===== config.mk =====
export PLATFORM = sky130hd
export DESIGN_NAME = spi_master_ctrl
export DESIGN_NICKNAME = d
export VERILOG_FILES = /design/src/rtl/spi_pkg.sv /design/src/rtl/spi_clkdiv.sv /design/src/rtl/spi_master_ctrl.sv
export SDC_FILE = /design/constraint.sdc
export NUM_CORES = 1
export LEC_CHECK = 0
export CAP_MARGIN = 10
export CORE_ASPECT_RATIO = 0.75
export CORE_MARGIN = 3
export CORE_UTILIZATION = 40
export CTS_BUF_LIST = sky130_fd_sc_hd__clkbuf_8 sky130_fd_sc_hd__clkbuf_16
export DETAILED_ROUTE_END_ITERATION = 6
export PLACE_DENSITY = 0.7
export SLEW_MARGIN = 10
export SYNTH_ARGS = -nofsm -noshare
export SYNTH_HDL_FRONTEND = slang
export SYNTH_HIERARCHICAL = 1
export SYNTH_SLANG_ARGS = --single-unit

===== constraint.sdc =====
create_clock -name MHZ48 -period 2.55 [get_ports MHZ48]
set_input_delay 0.6375 -clock MHZ48 [delete_from_list [all_inputs] [get_ports MHZ48]]
set_output_delay 0.6375 -clock MHZ48 [all_outputs]
set_load 0.01 [all_outputs]

===== src/rtl/spi_pkg.sv =====
// Shared definitions for the byte-oriented SPI master: register offsets,
// CTRL/STATUS bit positions, FSM encoding and bit-order helper.
package spi_pkg;

  // Register offsets within the four-byte window
  localparam logic [1:0] AddrData = 2'd0;
  localparam logic [1:0] AddrCtrl = 2'd1;
  localparam logic [1:0] AddrCs   = 2'd2;
  localparam logic [1:0] AddrDiv  = 2'd3;

  // CTRL read/write bits
  localparam int unsigned CtrlCpol     = 0;
  localparam int unsigned CtrlCpha     = 1;
  localparam int unsigned CtrlIrqEn    = 2;
  localparam int unsigned CtrlLsbFirst = 3;

  // CTRL read-only status bits
  localparam int unsigned StatOvr  = 5;
  localparam int unsigned StatDone = 6;
  localparam int unsigned StatBusy = 7;

  typedef enum logic [2:0] {
    StIdle,
    StLoad,
    StLead,
    StTrail,
    StFin
  } spi_state_e;

  // Position within the byte of the k-th bit on the wire
  function automatic logic [2:0] bit_idx(input logic [2:0] k, input logic lsb_first);
    return lsb_first ? k : (3'd7 - k);
  endfunction

endpackage


===== src/rtl/spi_clkdiv.sv =====
// Half-period tick generator: reloads from i_div while disabled and after
// each tick, so every enabled half-period lasts i_div+1 clock cycles.
module spi_clkdiv #(
  parameter int unsigned DIV_W = 8
) (
  input  logic             i_clk,
  input  logic             i_rst,
  input  logic             i_en,
  input  logic [DIV_W-1:0] i_div,
  output logic             o_tick
);

  logic [DIV_W-1:0] r_cnt;

  assign o_tick = i_en && (r_cnt == '0);

  // Down-counter with reload on disable or terminal count
  always_ff @(posedge i_clk or posedge i_rst) begin
    if (i_rst) begin
      r_cnt <= '0;
    end else if (!i_en || o_tick) begin
      r_cnt <= i_div;
    end else begin
      r_cnt <= r_cnt - 1'b1;
    end
  end

endmodule


===== src/rtl/spi_master_ctrl.sv =====
// Byte-oriented SPI master: CPU register file, transfer FSM and shifter.
// A DATA write while idle runs one 8-bit transfer in hardware.
module spi_master_ctrl
  import spi_pkg::*;
#(
  parameter int unsigned NCS   = 4,
  parameter int unsigned DIV_W = 8
) (
  input  logic           MHZ48,
  input  logic           RES,
  input  logic [1:0]     ADDR,
  input  logic           WE,
  input  logic           RE,
  input  logic [7:0]     DIN,
  output logic [7:0]     DOUT,
  output logic           SCLK,
  output logic           MOSI,
  input  logic           MISO,
  output logic [NCS-1:0] nCS,
  output logic           BUSY,
  output logic           IRQ
);

  spi_state_e r_state;

  // CPU-visible registers
  logic [3:0]       r_ctrl;
  logic [NCS-1:0]   r_cs;
  logic [DIV_W-1:0] r_div;
  logic [7:0]       r_tx;
  logic [7:0]       r_rx;
  logic [7:0]       r_dout;
  logic             r_done;
  logic             r_ovr;

  // Transfer state and working copies taken at LOAD
  logic             r_busy;
  logic             r_sclk;
  logic             r_mosi;
  logic [2:0]       r_bit;
  logic             r_cpha_l;
  logic             r_lsb_l;
  logic [DIV_W-1:0] r_div_l;
  logic [7:0]       r_rxsh;

  logic             w_wr_data;
  logic             w_rd_data;
  logic             w_start;
  logic             w_overrun;
  logic             w_en;
  logic             w_tick;
  logic [DIV_W-1:0] w_div_sel;
  logic [2:0]       w_idx;
  logic [2:0]       w_idx_next;
  logic [7:0]       w_cs_rd;
  logic [7:0]       w_div_rd;
  logic [7:0]       w_rd_mux;

  assign w_wr_data  = WE && (ADDR == AddrData);
  assign w_rd_data  = RE && (ADDR == AddrData);
  // Any non-idle state, FIN included, rejects a new DATA write
  assign w_start    = w_wr_data && (r_state == StIdle);
  assign w_overrun  = w_wr_data && (r_state != StIdle);
  assign w_en       = (r_state == StLead) || (r_state == StTrail);
  // The counter preloads during LOAD, before the working copy is valid
  assign w_div_sel  = (r_state == StLoad) ? r_div : r_div_l;
  assign w_idx      = bit_idx(r_bit, r_lsb_l);
  assign w_idx_next = bit_idx(r_bit + 3'd1, r_lsb_l);

  spi_clkdiv #(
    .DIV_W (DIV_W)
  ) u_clkdiv (
    .i_clk  (MHZ48),
    .i_rst  (RES),
    .i_en   (w_en),
    .i_div  (w_div_sel),
    .o_tick (w_tick)
  );

  // Read data multiplexer, unused register bits read as zero
  always_comb begin
    w_cs_rd             = '0;
    w_cs_rd[NCS-1:0]    = r_cs;
    w_div_rd            = '0;
    w_div_rd[DIV_W-1:0] = r_div;
    w_rd_mux            = '0;
    case (ADDR)
      AddrData: w_rd_mux = r_rx;
      AddrCtrl: w_rd_mux = {r_busy, r_done, r_ovr, 1'b0, r_ctrl};
      AddrCs:   w_rd_mux = w_cs_rd;
      AddrDiv:  w_rd_mux = w_div_rd;
      default:  w_rd_mux = '0;
    endcase
  end

  // CPU register writes and registered read data
  always_ff @(posedge MHZ48 or posedge RES) begin
    if (RES) begin
      r_ctrl <= '0;
      r_cs   <= '1;
      r_div  <= '0;
      r_tx   <= '0;
      r_dout <= '0;
    end else begin
      if (WE) begin
        case (ADDR)
          AddrData: if (w_start) r_tx <= DIN;
          AddrCtrl: r_ctrl <= DIN[3:0];
          AddrCs:   r_cs   <= DIN[NCS-1:0];
          AddrDiv:  r_div  <= DIN[DIV_W-1:0];
          default:  ;
        endcase
      end
      if (RE) begin
        r_dout <= w_rd_mux;
      end
    end
  end

  // Transfer FSM, shifter and DONE/OVR status flags
  always_ff @(posedge MHZ48 or posedge RES) begin
    if (RES) begin
      r_state  <= StIdle;
      r_busy   <= 1'b0;
      r_sclk   <= 1'b0;
      r_mosi   <= 1'b1;
      r_bit    <= '0;
      r_cpha_l <= 1'b0;
      r_lsb_l  <= 1'b0;
      r_div_l  <= '0;
      r_rxsh   <= '0;
      r_rx     <= '0;
      r_done   <= 1'b0;
      r_ovr    <= 1'b0;
    end else begin
      // A completion landing in the same cycle as a DATA read keeps DONE set
      if (w_rd_data) begin
        r_ovr <= 1'b0;
        if (r_state != StFin) r_done <= 1'b0;
      end
      if (w_overrun) r_ovr <= 1'b1;

      unique case (r_state)
        StIdle: begin
          r_sclk <= r_ctrl[CtrlCpol];
          if (w_start) begin
            r_state <= StLoad;
            r_busy  <= 1'b1;
          end
        end
        StLoad: begin
          // SCLK level set here doubles as the latched CPOL for this byte
          r_sclk   <= r_ctrl[CtrlCpol];
          r_cpha_l <= r_ctrl[CtrlCpha];
          r_lsb_l  <= r_ctrl[CtrlLsbFirst];
          r_div_l  <= r_div;
          r_bit    <= '0;
          if (!r_ctrl[CtrlCpha]) begin
            r_mosi <= r_tx[bit_idx(3'd0, r_ctrl[CtrlLsbFirst])];
          end
          r_state <= StLead;
        end
        StLead: begin
          if (w_tick) begin
            r_sclk <= ~r_sclk;
            if (r_cpha_l) r_mosi <= r_tx[w_idx];
            else          r_rxsh[w_idx] <= MISO;
            r_state <= StTrail;
          end
        end
        StTrail: begin
          if (w_tick) begin
            r_sclk <= ~r_sclk;
            if (r_cpha_l)            r_rxsh[w_idx] <= MISO;
            else if (r_bit != 3'd7)  r_mosi <= r_tx[w_idx_next];
            if (r_bit == 3'd7) begin
              r_state <= StFin;
              r_busy  <= 1'b0;
              r_done  <= 1'b1;
            end else begin
              r_bit   <= r_bit + 3'd1;
              r_state <= StLead;
            end
          end
        end
        StFin: begin
          r_sclk  <= r_ctrl[CtrlCpol];
          r_rx    <= r_rxsh;
          r_state <= StIdle;
        end
        default: r_state <= StIdle;
      endcase
    end
  end

  assign DOUT = r_dout;
  assign SCLK = r_sclk;
  assign MOSI = r_mosi;
  assign nCS  = r_cs;
  assign BUSY = r_busy;
  assign IRQ  = r_done & r_ctrl[CtrlIrqEn];

endmodule

Word level (Yosys, flattened, before mapping)
Index checks and enable logic that the tools add are counted.

Flip-flop bits (word level): 77. Latch bits: 0. Memory bits (writable): 0. Bits in read-only memories: 0. Input port bits: 15. Output and inout bits: 16. Word-level logic and storage cells: 129. Memories kept: 0.

$add $sub $neg: 4. Multiply operators: 0. Divide/modulo/power cells: 0. Magnitude comparators: 4. Equality and inequality tests: 22. Shift-type cells: 0. Multiplexer cells: 48. Bitwise gates (word level): 2. Reduce and logical (&&, ||, !) cells: 31.

Operators with widths (number): 8-bit 2-to-1 mux (6); 8-bit one-hot mux with 4 select lines (1); 3-bit 2-to-1 mux (9); 1-bit 2-to-1 mux (21); 8-bit one-hot mux with 2 select lines (1); 2-bit inequality test (second input constant) (7); 3-bit by 4-bit < comparator with 1-bit output (second input constant) (3); 3-bit one-hot mux with 4 select lines (1); 2-bit by 1-bit inequality test with 1-bit output (second input constant) (5); 2-bit nonzero test (5); 1-bit binary-select mux with 3-bit select (3); 3-bit AND reduction (3); 8-bit bitwise mux (1); 8-bit logical NOT (1); 2-bit AND reduction (4); 8-bit by 1-bit subtractor with 8-bit output (second input constant) (1); 7-bit AND reduction (1); 3-bit by 2-bit equality test with 1-bit output (second input constant) (2); 3-bit equality test (second input constant) (2); 1-bit logical AND (6); 3-bit inequality test (second input constant) (2); 3-bit one-hot mux with 2 select lines (1); 3-bit nonzero test (2); 3-bit subtractor (first input constant) (2); 18 further kinds (21).

Longest topological paths before layout
Gate-level depths: netlist (run 1).

Depth after elaboration: 10. Gate-level depth with buffers: 11. Gate-level depth less buffers: 10.

Hierarchy
The synthesis (run 1) kept the hierarchy.

By module, submodules not included: spi_master_ctrl (instances 1, cells an instance 264, area each 3379.5 um^2, sequential area each 1732.9 um^2); spi_clkdiv (instances 1, cells an instance 49, area each 510.5 um^2, sequential area each 200.2 um^2).

Worst setup path after synthesis (run 1)
OpenSTA, ideal clock, no wires.

Path kind: flip-flop to flip-flop. From: reg u_clkdiv.r_cnt[0]. To: reg r_mosi (netlist: MOSI). Library setup time: 0.081 ns. Data arrival time: 2.338 ns. Required time: 2.469 ns. Setup slack: 0.131 ns. Stages on the path, launching flop included: 11. Buffers on the path: 0. Clock period less this slack: 2.419 ns. Cells stage by stage: dfrtp_1 > inv_1 > ha_1 > or3b_2 > nor3_1 > nand2_1 > o32ai_1 > a21oi_1 > nor2_1 > nand3_1 > o211ai_1.

Word-level cells in the longest chain between the ends: 4. Elaborated cells on any way between the ends: 5. Those cells by class: eq/ne: 2; reduce/logical: 3.

Ends and longest elaborated chain: start: declaration (RTL line spi_clkdiv.sv:13) `logic [DIV_W-1:0] r_cnt;`; start signal: assignment (RTL line spi_clkdiv.sv:22) `r_cnt <= i_div;`; start signal: assignment (RTL line spi_clkdiv.sv:24) `r_cnt <= r_cnt - 1'b1;`; 8-bit logical NOT (*) (RTL line spi_clkdiv.sv:15) `assign o_tick = i_en && (r_cnt == '0);`; 1-bit logical AND (*) (RTL line spi_clkdiv.sv:15); named net w_tick (RTL line spi_master_ctrl.sv:51) `logic w_tick;`; 2-bit by 1-bit inequality test with 1-bit output (no line); 7-bit AND reduction (no line) (*); end signal: assignment (RTL line spi_master_ctrl.sv:159) `r_mosi <= r_tx[bit_idx(3'd0, r_ctrl[CtrlLsbFirst])];`; end signal: assignment (RTL line spi_master_ctrl.sv:166) `if (r_cpha_l) r_mosi <= r_tx[w_idx];`; end signal: assignment (RTL line spi_master_ctrl.sv:175) `else if (r_bit != 3'd7) r_mosi <= r_tx[w_idx_next];`; end: declaration (RTL line spi_master_ctrl.sv:39) `logic r_mosi;`.

Mark *: on every way through the listed nets, which the timed path passes. The rest lies on a longest branch. A chain may end at the register's enable or synchronous reset.

Worst setup path after layout (run 1)
From: reg u_clkdiv.r_cnt[0]. To: reg r_rxsh[1].

Word-level cells in the longest chain between the ends: 4. Elaborated cells on any way between the ends: 5. Those cells by class: eq/ne: 2; reduce/logical: 3.

Ends and longest elaborated chain: 8-bit logical NOT (*) (RTL line spi_clkdiv.sv:15); 1-bit logical AND (*) (RTL line spi_clkdiv.sv:15); named net w_tick (RTL line spi_master_ctrl.sv:51); 2-bit by 1-bit inequality test with 1-bit output (no line); 5-bit AND reduction (no line) (*); end signal: assignment (RTL line spi_master_ctrl.sv:131) `r_rxsh <= '0;`; end signal: indexed assignment (RTL line spi_master_ctrl.sv:167) `else r_rxsh[w_idx] <= MISO;`; end signal: indexed assignment (RTL line spi_master_ctrl.sv:174) `if (r_cpha_l) r_rxsh[w_idx] <= MISO;`; end: declaration (RTL line spi_master_ctrl.sv:44) `logic [7:0] r_rxsh;`.

Marked as above.

==> results_dict.tcl, run 1 <==
set metrics [dict create \
    peakVddDrop_uv 444 \
    die_h_um 91.4 \
    holdCritPathClass "reg -> reg" \
    worstPathMaxFanout 4 \
    drv_slew 0 \
    dr.pass1.iters 5 \
    drv_cap 0 \
    dpl-instance-area_mm2 0.00436 \
    synth_area_mm2 0.00389 \
    drt-initial-drc-count 265 \
    rsz0062_at_grt "no" \
    setup_tns_ns 0 \
    setup_viol 0 \
    r2r_setup_slack_ns 0.25 \
    p_leak_uw 0.00207 \
    fin_area_mm2 0.00469 \
    pwr-share-seq_pct 44.0 \
    ctsHtreeMaxLevel 3 \
    max-slew-margin-rel_pct 48.3 \
    io_buffers 30 \
    yosysTopAreaCell "dfrtp_1" \
    ys_seq_elements 77 \
    instances_no_fill 483 \
    area_growth_pct 20.6 \
    cts_tree "yes" \
    wl_um 8970 \
    dp_slack_ns 0.0355 \
    grt_pass1_wl_um 14800 \
    async_flop_share_pct 100 \
    drc 0 \
    drive_above_1_share_pct 29.9 \
    ios 31 \
    vias 2646 \
    yosys_warnings 6 \
    coreArea_mm2 0.00927 \
    share_comb_of_total_power_pct 16.2 \
    nets 369 \
    layout_min_cycle_time_ns 2.30 \
    synth_top_area_share_pct 46.3 \
    worst_pin_slew_ns 0.773 \
    antennaDiodeCount 0 \
    overflow 0 \
    post-place-cells 467 \
    grtUsageTotal_pct 17.7 \
    p_per_area_mw_per_mm2 738 \
    dieWidth_um 120 \
    place.gp.congestion 0.823 \
    p_int_uw 2540 \
    synthTopCellsByArea "dfrtp_1 46%, mux2_2 18%, mux4_2 3.5%" \
    cp_slowest_cell "or3b_4" \
    final_common_cell "dfrtp_1" \
    start_util_pct 42.0 \
    dieArea_mm2 0.0110 \
    critPathBufInv 1 \
    via_per_inst 5.48 \
    synthesis.nets 332 \
    drtAntennaViolNets 0 \
    cpLargestDelayFamily "simple AND/OR/NAND/NOR gates" \
    clock_latency_ns 0.34 \
    max_stage_delay_ns 0.42 \
    hold_slack_ns 0.481 \
    grt_pass1_vias 2681 \
    synthCells 313 \
    postCtsHoldBufs 0 \
    clock-skew-final_ns 0.00729 \
    ys_types 52 \
    avgSynthCellArea_um2 12.4 \
    cts.clk_slew.worst_paths_ns 0.06 \
    grt_antenna_before_repair 0 \
    final_cell_mix "72 x dfrtp_1, 61 x mux2_2, 30 x clkdlybuf4s50_1, 24 x nor2_1, 13 x nand2_1" \
    timing_worst_setup_path_type "reg -> reg" \
    clockPowerShare_pct 39.9 \
    cp.required_ns 2.77 \
    p_switching_uw 922 \
    cts_max_path_buffers 2 \
    fin_crit_sh_pct 90.2 \
    run_status "completed" \
    synth_ff_type "dfrtp_1" \
    wl_per_cell_um 18.6 \
    worst_slack_ns 0.249 \
    fmax_ghz 0.435 \
    grt_max_degree 70 \
    worstPathArrival_ns 2.52 \
    start_kind "register" \
    yosysSeqAreaShare_pct 49.7 \
    dp_hpwl_um 6490 \
    clock_sinks 77 \
    rows 30 \
    clock-root-buffer "clkbuf_16" \
    crit_chain "inv_1 -> ha_1 -> or3b_4 -> nor3_4 -> and3_1 -> nand2b_1 -> nor2_1 -> mux2_2" \
    synth_edf_count 0 \
    timing_hold_violations_final 0 \
    cts_buffers 9 \
    power_switching_share_pct 26.6 \
    crit_path_end_kind "register" \
]
cell usage after synthesis (all sizes together) (8+ instances only):
library cell / instances
mux2i: 9
o21ai: 11
nand2: 13
dfrtp: 72
buf: 9
a21oi: 8
inv: 12
nor2: 25
mux2: 61
mux4: 10
area by class of cell:
cell class | count | area (um^2)
clock buffer | 9 | 225
fill | 843 | 4580
sequential | 77 | 1930
timing repair buffer | 40 | 388
tap | 128 | 160
inverter | 12 | 45.0
clock inverter | 7 | 97.6
multi-input combinational | 210 | 1840
metal layers:
layer	wire length [um]	global-route usage, %
met2	3770	24.1
met4	87	4.00
met3	464	5.79
met1	4650	27.2
met5	0	0
per-stage QoR:
stage | total power, uW | utilization [%]
floorplan | 1840 | -
global placement | 2070 | 47.0
global route | 3630 | 50.6
detailed placement | 2090 | 47.0
CTS | 3490 | 50.5
finish | 3460 | 50.6
worst reg2reg max path, stage by stage (launching register included):
cell and delay (ns):
dfrtp_1 0.39, inv_1 0.13, ha_1 0.19, or3b_4 0.42, nor3_4 0.17, and3_1 0.26, nand2b_1 0.14, nor2_1 0.14
mux2_2 0.34
kinds of logic (layout without fill, tap and decap cells):
| family | Yosys count | in the layout | synth area share (%) |
|---|---|---|---|
| mux | 80 | 80 | 26.2 |
| flops | 77 | 77 | 49.7 |
| fa+ha+maj | 4 | 4 | 1.29 |
| compound gates | 49 | 49 | 8.81 |
| xor+xnor | 5 | 5 | 1.13 |
| simple gates | 72 | 72 | 9.68 |
| buf+inv | 26 | 68 | 3.25 |
state kept, by name (all words and copies together) (netlist names):
name and flops:
r_div_l 8, r_tx 8, nCS 4, r_ctrl 4, r_rxsh 8, SCLK 1
u_clkdiv/r_cnt 8, DOUT 8, r_div 8, r_done 1, r_bit 3, r_state 3
MOSI 1, r_rx 8, r_lsb_l 1, BUSY 1, r_cpha_l 1, r_ovr 1
what timing repair did:
| item | CTS | global route |
|---|---|---|
| setup buffers | 0 | 0 |
| endpoints found under the setup margin | 2 | 8 |
| resized for setup | 1 | 2 |
| pin swaps | 0 | 1 |
path summary, 6_finish.rpt:
path                       cells past startpoint                 to               from
setup / recovery                               8          r_rxsh[1]  u_clkdiv/r_cnt[0]
hold / removal                                 2              r_ovr              r_ovr
setup reg to reg                               8          r_rxsh[1]  u_clkdiv/r_cnt[0]
hold reg to reg                                2              r_ovr              r_ovr
max in group asynchronous                      3               MOSI                RES
min in group asynchronous                      2  u_clkdiv/r_cnt[2]                RES
power by group through the flow:
stage                     combinational [uW]  clock (uW)  sequential, uW
after global routing                     614        1470            1540
after floorplan                          339           0            1500
final                                    561        1380            1520
after CTS                                560        1410            1520
after global placement                   541           0            1530
after detailed placement                 551           0            1530
(Power assumes the default switching activity.)
==> run 2: changes to the inputs <==
--- a/config.mk
+++ b/config.mk
@@ -11,9 +11,11 @@
 export CORE_UTILIZATION = 40
 export CTS_BUF_LIST = sky130_fd_sc_hd__clkbuf_8 sky130_fd_sc_hd__clkbuf_16
 export DETAILED_ROUTE_END_ITERATION = 6
+export HOLD_SLACK_MARGIN = 0.03
 export PLACE_DENSITY = 0.7
 export SLEW_MARGIN = 10
 export SYNTH_ARGS = -nofsm -noshare
 export SYNTH_HDL_FRONTEND = slang
 export SYNTH_HIERARCHICAL = 1
 export SYNTH_SLANG_ARGS = --single-unit
+export TNS_END_PERCENT = 20
==> results of run 2 <==
Final layout, timing and power as in run 1 (identical DEF).
==> run 3: changes to the inputs <==
--- a/config.mk
+++ b/config.mk
@@ -12,6 +12,7 @@
 export CTS_BUF_LIST = sky130_fd_sc_hd__clkbuf_8 sky130_fd_sc_hd__clkbuf_16
 export DETAILED_ROUTE_END_ITERATION = 6
 export HOLD_SLACK_MARGIN = 0.03
+export MAX_ROUTING_LAYER = met4
 export PLACE_DENSITY = 0.7
 export SLEW_MARGIN = 10
 export SYNTH_ARGS = -nofsm -noshare
==> run 3 against run 2 <==
Via count barely moved. Count of clock-buffer cells in the layout did not move. Die area did not move.
==> results_dict.tcl, run 3 (synthesized netlist as in run 1, its figures left out) <==
set metrics [dict create \
    timing_worst_setup_path_type "reg -> reg" \
    setup_tns_ns 0 \
    drive_above_1_share_pct 29.9 \
    clock-skew-final_ns 0.00697 \
    crit_path_end_kind "register" \
    r2r_setup_slack_ns 0.25 \
    cts_buffers 9 \
    drv_cap 0 \
    ios 31 \
    start_kind "register" \
    setup_viol 0 \
    grt_pass1_wl_um 14800 \
    dp_hpwl_um 6490 \
    fin_crit_sh_pct 90.0 \
    antennaDiodeCount 0 \
    final_common_cell "dfrtp_1" \
    cp_slowest_cell "or3b_4" \
    worstPathMaxFanout 4 \
    p_per_area_mw_per_mm2 738 \
    ff2ff_path_depth 8 \
    dieWidth_um 120 \
    vias 2644 \
    run_status "completed" \
    dieArea_mm2 0.0110 \
    fmax_ghz 0.436 \
    post_cts.repair.setup_buffers 0 \
    hold_path_depth 2 \
    postCtsHoldBufs 0 \
    clock_sinks 77 \
    max-slew-margin-rel_pct 48.4 \
    ctsHtreeMaxLevel 3 \
    hold_end "r_ovr" \
    place.gp.congestion 0.836 \
    via_per_inst 5.47 \
    drv_slew 0 \
    grtUsageTotal_pct 18.2 \
    max_stage_delay_ns 0.42 \
    p_leak_uw 0.00207 \
    drtAntennaViolNets 0 \
    rsz0062_at_grt "no" \
    overflow 0 \
    peakVddDrop_uv 445 \
    clock-root-buffer "clkbuf_16" \
    coreArea_mm2 0.00927 \
    grt_pass1_vias 2697 \
    area_growth_pct 20.6 \
    worstPathArrival_ns 2.52 \
    cts_tree "yes" \
    timing_hold_violations_final 0 \
    rows 30 \
    post-place-cells 467 \
    rr_endpoint "r_rxsh[1]" \
    drt-initial-drc-count 283 \
    dr.pass1.iters 5 \
    r2r-start "u_clkdiv/r_cnt[0]" \
    layout_min_cycle_time_ns 2.30 \
    fin_util_pct 50.6 \
    cts.clk_slew.worst_paths_ns 0.06 \
    instances_no_fill 483 \
    drc 0 \
    holdCritPathClass "reg -> reg" \
    grt_max_degree 70 \
    wl_per_cell_um 18.5 \
    worst_pin_slew_ns 0.771 \
    start_util_pct 42.0 \
    cts_max_path_buffers 2 \
    crit_chain "inv_1 -> ha_1 -> or3b_4 -> nor3_4 -> and3_1 -> nand2b_1 -> nor2_1 -> mux2_2" \
    final_cell_mix "72 x dfrtp_1, 61 x mux2_2, 30 x clkdlybuf4s50_1, 24 x nor2_1, 13 x nand2_1" \
    grt_antenna_before_repair 0 \
    io_buffers 30 \
    cp.required_ns 2.77 \
    die_h_um 91.4 \
    clock_latency_ns 0.34 \
    min_from "r_ovr" \
    nets 369 \
    wl_um 8920 \
]
## run 3: report_power, final
part           internal (uW)  switching, uW
clock                    863            518
combinational            310            250
sequential              1370            154
## run 3: metrics by stage
stage	power, uW	setup slack [ns]	cell area [um^2]	hold slack (ns)
2_1_floorplan	1840	0.131	3890	0.448
3_3_place_gp	2070	0.137	4360	0.464
3_5_place_dp	2090	0.0355	4360	0.471
4_1_cts	3490	0.111	4680	0.484
5_1_grt	3630	0.0751	4690	0.522
6_report	3460	0.255	4690	0.481
## run 3: what timing repair did
action	CTS	global route
pin swaps	0	1
gates resized for setup	1	2
endpoints found under the setup margin	2	8
## run 3: final cells by class
| class | count | area (um^2) |
|---|---|---|
| Clock buffer | 9 | 225 |
| Inverter | 12 | 45.0 |
| Sequential cell | 77 | 1930 |
| Fill cell | 843 | 4580 |
| Tap cell | 128 | 160 |
| Timing Repair Buffer | 40 | 388 |
| Clock inverter | 7 | 97.6 |
| Multi-Input combinational cell | 210 | 1840 |
## run 3: how the worst max path moves through the flow
stage	start	to	slack, ns	cells after the start
4_1_cts	u_clkdiv/r_cnt[0]	r_rxsh[1]	0.11	8
5_1_grt	u_clkdiv/r_cnt[0]	MOSI	0.08	10
3_5_place_dp	u_clkdiv/r_cnt[0]	r_rxsh[1]	0.04	8
2_1_floorplan	u_clkdiv/r_cnt[0]	MOSI	0.13	10
6_report	u_clkdiv/r_cnt[0]	r_rxsh[1]	0.25	8
3_3_place_gp	u_clkdiv/r_cnt[0]	r_rxsh[3]	0.14	8
## run 3: worst max-delay path: cells and delay by family (launching register included)
family,cells,cell delay [ns]
DFF,1,0.39
and+or+nand+nor,5,1.13
buffers and inverters,1,0.12
adders and majority gates,1,0.19
muxes,1,0.34
## run 3: metal layers
layer	GRT usage (%)	routed length (um)	vias to the layer above
li1	-	-	1227
met4	4.00	100	0
met1	27.3	4610	1330
met2	24.0	3780	77
met3	5.54	432	10
met5	-	0	-
